$ cat src/rtl/secuenciador_mult16_if.sv
// Request/response bundle for the sequential 16x16 multiplier: start/a/b in, busy/done/p out.
interface secuenciador_mult16_if;
    logic        start;
    logic [15:0] a;
    logic [15:0] b;
    logic        busy;
    logic        done;
    logic [31:0] p;

    modport master (output start, a, b, input busy, done, p);
    modport slave  (input start, a, b, output busy, done, p);
endinterface

$ cat src/rtl/secuenciador_mult16.sv
// 16x16 unsigned multiplier built from one shared 8x8 byte multiplier.
// Four partial products are shifted and accumulated over four cycles.
module MultiplicadorByte (
    input  logic [7:0]  x,
    input  logic [7:0]  y,
    output logic [15:0] z
);
    assign z = {8'd0, x} * {8'd0, y};
endmodule

module secuenciador_mult16 (
    input  logic                 clk,
    input  logic                 rst_n,
    secuenciador_mult16_if.slave bus
);
    typedef enum logic [2:0] {
        IDLE = 3'd0,
        P0   = 3'd1,
        P1   = 3'd2,
        P2   = 3'd3,
        P3   = 3'd4,
        DONE = 3'd5
    } state_t;

    state_t      state, state_nxt;
    logic [15:0] ra, rb;
    logic [31:0] acc;
    logic [7:0]  mx, my;
    logic [15:0] prod;
    logic [31:0] addend;
    logic        accept;
    logic        acc_en;

    MultiplicadorByte u_mul (
        .x (mx),
        .y (my),
        .z (prod)
    );

    // Operand bytes and the shift of the partial product are decoded from state alone.
    always_comb begin
        state_nxt = state;
        mx        = 8'd0;
        my        = 8'd0;
        addend    = 32'd0;
        accept    = 1'b0;
        acc_en    = 1'b0;
        case (state)
            IDLE: begin
                if (bus.start) begin
                    accept    = 1'b1;
                    state_nxt = P0;
                end
            end
            P0: begin
                mx        = ra[7:0];
                my        = rb[7:0];
                addend    = {16'd0, prod};
                acc_en    = 1'b1;
                state_nxt = P1;
            end
            P1: begin
                mx        = ra[15:8];
                my        = rb[7:0];
                addend    = {8'd0, prod, 8'd0};
                acc_en    = 1'b1;
                state_nxt = P2;
            end
            P2: begin
                mx        = ra[7:0];
                my        = rb[15:8];
                addend    = {8'd0, prod, 8'd0};
                acc_en    = 1'b1;
                state_nxt = P3;
            end
            P3: begin
                mx        = ra[15:8];
                my        = rb[15:8];
                addend    = {prod, 16'd0};
                acc_en    = 1'b1;
                state_nxt = DONE;
            end
            DONE:    state_nxt = IDLE;
            default: state_nxt = IDLE;
        endcase
    end

    always_ff @(posedge clk or negedge rst_n) begin
        if (!rst_n) begin
            state <= IDLE;
        end else begin
            state <= state_nxt;
        end
    end

    // Partial sums never exceed 0xFFFE0001, so the 32-bit add cannot carry out.
    always_ff @(posedge clk or negedge rst_n) begin
        if (!rst_n) begin
            ra  <= 16'd0;
            rb  <= 16'd0;
            acc <= 32'd0;
        end else if (accept) begin
            ra  <= bus.a;
            rb  <= bus.b;
            acc <= 32'd0;
        end else if (acc_en) begin
            acc <= acc + addend;
        end
    end

    assign bus.busy = (state != IDLE);
    assign bus.done = (state == DONE);
    assign bus.p    = acc;
endmodule
$ cat src/flat_wrapper.sv
// flat-port wrapper written by rule: the top's interface ports become plain ports
module secuenciador_mult16_flat 
  (clk, rst_n, bus_start, bus_a, bus_b, bus_busy, bus_done, bus_p);
  secuenciador_mult16_if bus_i ();
  input  logic clk;
  input  logic rst_n;
  input wire logic [$bits(bus_i.start)-1:0] bus_start;
  input wire logic [$bits(bus_i.a)-1:0] bus_a;
  input wire logic [$bits(bus_i.b)-1:0] bus_b;
  output wire logic [$bits(bus_i.busy)-1:0] bus_busy;
  output wire logic [$bits(bus_i.done)-1:0] bus_done;
  output wire logic [$bits(bus_i.p)-1:0] bus_p;
  assign bus_i.start = bus_start;
  assign bus_i.a = bus_a;
  assign bus_i.b = bus_b;
  assign bus_busy = bus_i.busy;
  assign bus_done = bus_i.done;
  assign bus_p = bus_i.p;
  secuenciador_mult16 u_core (.clk(clk), .rst_n(rst_n), .bus(bus_i));
endmodule
$ cat config.mk
export PLATFORM = sky130hd
export DESIGN_NAME = secuenciador_mult16_flat
export DESIGN_NICKNAME = d
export VERILOG_FILES = /design/src/rtl/secuenciador_mult16_if.sv /design/src/rtl/secuenciador_mult16.sv /design/src/flat_wrapper.sv
export SDC_FILE = /design/constraint.sdc
export NUM_CORES = 1
export LEC_CHECK = 0
export ABC_CLOCK_PERIOD_IN_PS = 24700
export CORE_MARGIN = 5
export CORE_UTILIZATION = 52
export DETAILED_ROUTE_END_ITERATION = 6
export MAX_ROUTING_LAYER = met4
export PLACE_DENSITY = 0.73
export SYNTH_ARGS = -nofsm -noshare
export SYNTH_HDL_FRONTEND = slang
export SYNTH_SLANG_ARGS = --single-unit
export TNS_END_PERCENT = 100
$ cat constraint.sdc
create_clock -name clk -period 24.7 [get_ports clk]
set_clock_uncertainty 0.2 [all_clocks]
set_input_delay 6.175 -clock clk [delete_from_list [all_inputs] [get_ports clk]]
set_output_delay 6.175 -clock clk [all_outputs]
set_load 0.005 [all_outputs]
# Yosys cells after proc, flatten, opt, wreduce, memory -nomap -nowiden
# Index checks and enable logic that the tools add are counted.
op_classes:
  add_sub_neg: 1
  mul: 1
  eq_ne: 6
  mux: 10
  n_reduce_logical: 9
ops:
  columns: ["op", "count"]
  rows:
  - ["$pmux 32 s3", 1]
  - ["$mux 32", 2]
  - ["$add 32x32->32", 1]
  - ["$pmux 8 s2", 2]
  - ["$mul 8x8->16", 1]
  - ["$pmux 3 s5", 1]
  - ["$reduce_or 2->1", 5]
  - ["$eq 3x2->1 const B", 2]
  - ["$eq 3x3->1 const B", 2]
  - ["$reduce_or 4->1", 1]
  - ["$eq 3x1->1 const B", 1]
  - ["$logic_not 3->1", 1]
  - ["$mux 1", 3]
  - ["$mux 3", 1]
  - ["$reduce_bool 3->1", 1]
  - ["$ne 2x2->1 const B", 1]
  - ["$reduce_bool 2->1", 1]
totals:
  ff_bits: 67
  out_inout_bits: 34
  word_cells: 31

# Depth between registers and ports, before layout
depth:
  word_depth: 8
  ltp_mapped: 34
  mapped_depth_nobuf: 32

# By module
# A second synthesis with hierarchy kept.
hier_totals:
  hier_cells: 772
  area_unflattened_um2: 6902.9
modules_own_cells:
  columns: ["mod", "instances", "cells_each", "area_each_um2", "seq_area_each_um2"]
  rows:
  - ["secuenciador_mult16", 1, 529, 4793.3, 1676.6]
  - ["MultiplicadorByte", 1, 243, 2109.5, 0.0]

# Least setup slack after synthesis
# No wires, ideal clock.
synth_timing:
  path_kind: "reg2reg"
  from: "reg u_core.state[0]"
  to: "reg u_core.acc[31], in the netlist u_core.bus.p[31]"
  setup_ps: 126
  t_arrival_ps: 7921
  required_ps: 24374
  path_slack_ps: 16453
  stages_incl_launch_ff: 32
  path_buffers: 2
  cell_sequence: "dfrtp_1 -> clkbuf_1 -> nor2_1 -> nand2_1 -> nand2_1 -> a22oi_1 -> or2_2 -> fa_1 -> fa_1 -> inv_1 -> fa_1 -> inv_1 -> fa_1 -> inv_1 -> ha_1 -> or2_2 -> o31a_1 -> a41o_1 -> o41a_1 -> xnor2_2 -> o22ai_1 -> ha_1 -> clkbuf_1 -> o21ai_0 -> o21bai_1 -> a2111oi_0 -> o21ai_1 -> a41oi_2 -> o41a_1 -> xor2_1 -> nand3_1 -> a311o_1"
synth_via:
  elab_chain_len: 8
synth_lines:
  columns: ["element", "line_no", "text"]
  rows:
  - ["from (decl)", "secuenciador_mult16.sv:25", "state_t state, state_nxt;"]
  - ["from (signal assigned)", "secuenciador_mult16.sv:92", "state <= state_nxt;"]
  - ["$eq 3x2->1 (tied with other cells)", "secuenciador_mult16.sv:48", "case (state)"]
  - ["$reduce_or 2->1 (no line)", null, null]
  - ["$pmux 8 s2", "secuenciador_mult16.sv:48", null]
  - ["$mul 8x8->16", "secuenciador_mult16.sv:8", "assign z = {8'd0, x} * {8'd0, y};"]
  - ["$pmux 32 s3", "secuenciador_mult16.sv:48", null]
  - ["$add 32x32->32", "secuenciador_mult16.sv:107", "acc <= acc + addend;"]
  - ["$mux 32", "secuenciador_mult16.sv:106", "end else if (acc_en) begin"]
  - ["$mux 32", "secuenciador_mult16.sv:102", "end else if (accept) begin"]
  - ["to (signal assigned)", "secuenciador_mult16.sv:107", null]
  - ["to (decl)", "secuenciador_mult16.sv:27", "logic [31:0] acc;"]
# Several ways; a longest one is shown, not always the timed one. The select of a mux whose other input is x is not followed.
# A chain may end at the register's enable or synchronous reset.

# Worst setup path after layout
layout_timing:
  from: "reg u_core.state[2]"
  to: "reg u_core.acc[31], in the netlist u_core.bus.p[31]"
# The elaborated chain is that of the path after synthesis.

==> impl_results.html <==
<table>
<tr><th>Metric</th><th>Value</th></tr>
<tr><th colspan="2">Synthesis</th></tr>
<tr><td>Fraction of synthesis flops using an asynchronous set or reset pin</td><td>between 90% and 100%</td></tr>
<tr><td>Total standard cell area after synthesis</td><td>between 6000 and 7000 µm²</td></tr>
<tr><td>Distinct cell type count of the synthesized netlist</td><td>55</td></tr>
<tr><td>Top cells by instance count after synthesis</td><td>sky130_fd_sc_hd__nor2_1, sky130_fd_sc_hd__dfrtp_1, sky130_fd_sc_hd__ha_1</td></tr>
<tr><td>Average footprint of a synthesized cell</td><td>~9.5 µm²</td></tr>
<tr><td>Dominant synthesized flop cell</td><td>sky130_fd_sc_hd__dfrtp_1</td></tr>
<tr><td>Nets in the synthesized netlist</td><td>a little over 800</td></tr>
<tr><td>Post-synthesis cell type with the largest combined area</td><td>sky130_fd_sc_hd__dfrtp_1</td></tr>
<tr><td>Synthesis Warnings</td><td>0</td></tr>
<tr><td>Area share of the largest cell type after synthesis</td><td>26.3%</td></tr>
<tr><td>Post-Synthesis Cells</td><td>a little under 700</td></tr>
<tr><td>Fraction of the yosys area taken by sequential cells</td><td>about a quarter</td></tr>
<tr><td>Synth area leaders</td><td>sky130_fd_sc_hd__dfrtp_1, sky130_fd_sc_hd__ha_1, sky130_fd_sc_hd__fa_1</td></tr>
<tr><td>Dominant cell by count in the synthesized netlist</td><td>sky130_fd_sc_hd__nor2_1</td></tr>
<tr><td>Number of synthesized register bits</td><td>67</td></tr>
<tr><td>Post-synth EDFFs</td><td>0</td></tr>
<tr><th colspan="2">Setup path</th></tr>
<tr><td>Worst Setup Path Type</td><td>reg2reg</td></tr>
<tr><td>Worst endpoint required time</td><td>24.73 ns</td></tr>
<tr><td>Sort of element at the start of the critical path</td><td>flip-flop</td></tr>
<tr><td>Critical path endpoint category</td><td>flip-flop</td></tr>
<tr><td>Library cell appearing most often on the critical path</td><td>sky130_fd_sc_hd__fa_1</td></tr>
<tr><td>Arrival @ worst endpoint</td><td>between 9 and 10 ns</td></tr>
<tr><td>CP peak stage delay</td><td>~0.77 ns</td></tr>
<tr><td>Largest fanout of any net on the critical path</td><td>17</td></tr>
<tr><td>Standard cell with the maximum stage delay on the critical path</td><td>sky130_fd_sc_hd__nor2b_1</td></tr>
<tr><th colspan="2">Global route</th></tr>
<tr><td>Via count of the first global-routing pass</td><td>between 5000 and 6000</td></tr>
<tr><td>Antenna violations before repair</td><td>0</td></tr>
<tr><td>GRT Residual Overflow</td><td>0</td></tr>
<tr><td>Global-route wire length before repair</td><td>26.2 mm</td></tr>
<tr><td>Pin count of the biggest net entering global routing</td><td>just under 70</td></tr>
<tr><td>Global-route total usage across every layer</td><td>between 20% and 30%</td></tr>
<tr><th colspan="2">Clock tree</th></tr>
<tr><td>CTS tree</td><td>done</td></tr>
<tr><td>Root buffer cell</td><td>sky130_fd_sc_hd__clkbuf_16</td></tr>
<tr><td>Clock sinks</td><td>67</td></tr>
<tr><td>Inserted Clock Buffers</td><td>9</td></tr>
<tr><td>Skew-Pair Late Insertion Delay</td><td>0.35 ns</td></tr>
<tr><td>Total number of H-tree levels</td><td>3</td></tr>
<tr><td>Maximum buffer depth of the clock tree</td><td>2</td></tr>
<tr><td>Hold-fix buffer count after cts</td><td>0</td></tr>
<tr><td>CTS clock-pin slew for the worst setup and hold paths</td><td>roughly 0.06 ns</td></tr>
<tr><td>CTS-repair resized insts</td><td>0</td></tr>
<tr><td>Post-CTS setup repair buffer count</td><td>0</td></tr>
<tr><th colspan="2">Placed design</th></tr>
<tr><td>Count of input and output buffers</td><td>a little under 70</td></tr>
<tr><td>Setup slack at placement</td><td>between 15 and 20 ns</td></tr>
<tr><td>DP Cell Count</td><td>874</td></tr>
<tr><td>RD Place Congestion</td><td>~0.96</td></tr>
<tr><td>Detailed Place HPWL</td><td>roughly 12 mm</td></tr>
<tr><th colspan="2">STA</th></tr>
<tr><td>Final hold violation count</td><td>0</td></tr>
<tr><td>Fmax</td><td>0.108 GHz</td></tr>
<tr><td>Ratio of final minimum period to clock period</td><td>~37%</td></tr>
<tr><td>Count of endpoints failing setup in the final report</td><td>0</td></tr>
<tr><td>Worst Setup Slack, final</td><td>~15 ns</td></tr>
<tr><td>Total negative slack</td><td>0 ns</td></tr>
<tr><td>Unrepaired setup endpoints after global routing</td><td>no</td></tr>
<tr><td>Final-report max-slew violation count</td><td>0</td></tr>
<tr><td>Slew at the pin closest to its max-slew limit</td><td>between 0.8 and 0.9 ns</td></tr>
<tr><td>Max-slew headroom</td><td>between 40 and 50%</td></tr>
<tr><td>Clock period minus worst slack</td><td>9.24 ns</td></tr>
<tr><th colspan="2">Route</th></tr>
<tr><td>Routed wire per std cell</td><td>about 17 µm</td></tr>
<tr><td>Number of vias after detailed routing</td><td>5263</td></tr>
<tr><td>Via-to-Cell Ratio</td><td>~5.9</td></tr>
<tr><td>Antenna Nets Post-Route</td><td>0</td></tr>
<tr><td>Total DRC errors in the routed layout</td><td>0</td></tr>
<tr><td>Detailed Route WL</td><td>roughly 15 mm</td></tr>
<tr><td>Initial DRC Count</td><td>281</td></tr>
<tr><td>First-pass iteration count of the detailed router</td><td>5</td></tr>
<tr><th colspan="2">Floorplan</th></tr>
<tr><td>Top-level I/O count</td><td>69</td></tr>
<tr><td>Standard cell core area</td><td>approximately 12000 µm²</td></tr>
<tr><td>Effective utilization at floorplan</td><td>53.1%</td></tr>
<tr><td>Die area</td><td>roughly 15000 µm²</td></tr>
<tr><td>Floorplan die width</td><td>between 100 and 150 µm</td></tr>
<tr><td>Vertical extent of the die</td><td>roughly 120 µm</td></tr>
<tr><td>Row count</td><td>40</td></tr>
<tr><th colspan="2">Finish</th></tr>
<tr><td>Final net count</td><td>about 880</td></tr>
<tr><td>Share of final-layout standard cells stronger than drive strength 1</td><td>roughly a tenth</td></tr>
<tr><td>Area added between synthesis and finish</td><td>17.3%</td></tr>
<tr><td>Antenna diodes</td><td>0</td></tr>
<tr><td>Number of fill cells in the layout</td><td>about 1000</td></tr>
<tr><td>Non-filler cells, final</td><td>just under 900</td></tr>
<tr><th colspan="2">Outcome</th></tr>
<tr><td>Run status</td><td>complete, no violations</td></tr>
<tr><th colspan="2">Min path</th></tr>
<tr><td>Hold/Removal Path Class</td><td>reg2reg</td></tr>
<tr><th colspan="2">Flow run</th></tr>
<tr><td>Max-cap violation count</td><td>0</td></tr>
</table>
==> worst max-delay path, delay by kind of cell (launching register included) <==
kind	cells	cell delay, ns
XOR/XNOR	2	0.47
AND/OR/NAND/NOR	6	1.97
buffers and inverters	3	0.15
flip-flops	1	0.55
AO/OA/AOI/OAI	12	3.07
adder cells (fa/ha/maj)	6	2.71
==> flip-flops by register name, indices dropped and copies added (netlist names) <==
signal / count
u_core.ra: 16
u_core.bus.p: 32
u_core.rb: 16
u_core.state: 3
==> per-stage QoR <==
step / instance area (µm²) / utilization (%) / hold WS (ns)
3_3_place_gp: 7210 / 60.0 / 0.290
4_1_cts: 7490 / 62.3 / 0.308
5_1_grt: 7490 / 62.3 / 0.328
6_report: 7490 / 62.3 / 0.306
3_5_place_dp: 7210 / 60.0 / 0.296
2_1_floorplan: 6380 / - / 0.281
==> worst paths after layout <==
kind	depth (start not counted)	to	startpoint	slack, ns
max	29	u_core.bus.p[31]$_DFFE_PN0P_	u_core.state[2]$_DFFE_PN0P_	15.46
min	1	u_core.ra[3]$_DFFE_PN0P_	u_core.ra[3]$_DFFE_PN0P_	0.31
max reg2reg	29	u_core.bus.p[31]$_DFFE_PN0P_	u_core.state[2]$_DFFE_PN0P_	15.46
min reg2reg	1	u_core.ra[3]$_DFFE_PN0P_	u_core.ra[3]$_DFFE_PN0P_	0.31
max in group asynchronous	2	u_core.rb[15]$_DFFE_PN0P_	rst_n	17.93
min in group asynchronous	2	u_core.bus.p[11]$_DFFE_PN0P_	rst_n	5.81
==> area by class of cell <==
cell class | instances | area [µm²] | area share (%)
Tap cell | 147 | 184 | 2.46
Inverter | 58 | 218 | 2.91
Sequential cell | 67 | 1680 | 22.4
Timing Repair Buffer | 73 | 713 | 9.53
Multi-Input combinational cell | 529 | 4410 | 59.0
Clock buffer | 10 | 239 | 3.19
Clock inverter | 6 | 41.3 | 0.552
==> cell families after synthesis <==
group	after synthesis	synth area share (%)
AO/OA/AOI/OAI	189	21.2
XOR/XNOR	38	5.33
adder cells (fa/ha/maj)	104	24.7
buffers and inverters	79	4.67
flip-flops	67	26.3
multiplexers	32	5.65
AND/OR/NAND/NOR	166	12.1
==> cells in the final DEF, fill, tap and decap left out, drive strengths merged, types with 7 or more instances in the layout <==
master / Yosys / final
a21oi: 33 / 33
ha: 67 / 67
and2: 7 / 7
fa: 37 / 37
nand2: 20 / 20
and3: 10 / 10
o22ai: 9 / 9
a211oi: 7 / 7
o21bai: 8 / 8
a22o: 36 / 36
nor2: 82 / 82
xnor2: 27 / 27
o21ai: 27 / 27
or2: 14 / 14
a21o: 21 / 21
clkdlybuf4s50: 0 / 67
dfrtp: 67 / 67
nand3: 8 / 8
mux2: 32 / 32
a22oi: 15 / 15
xor2: 11 / 11
clkbuf: 20 / 10
inv: 58 / 58
==> layer usage <==
layer | global-route usage, % | up-vias | part of all wire [%]
li1 | - | 2545 | -
met1 | 27.0 | 2530 | 42
met2 | 39.0 | 152 | 50
met3 | 3.65 | 36 | 4.5
met4 | 9.28 | 0 | 2.9
met5 | - | - | 0
Power is left out: the tool's default activity adds up to more than one toggle a clock period on the data nets, which glitch-free logic cannot reach.
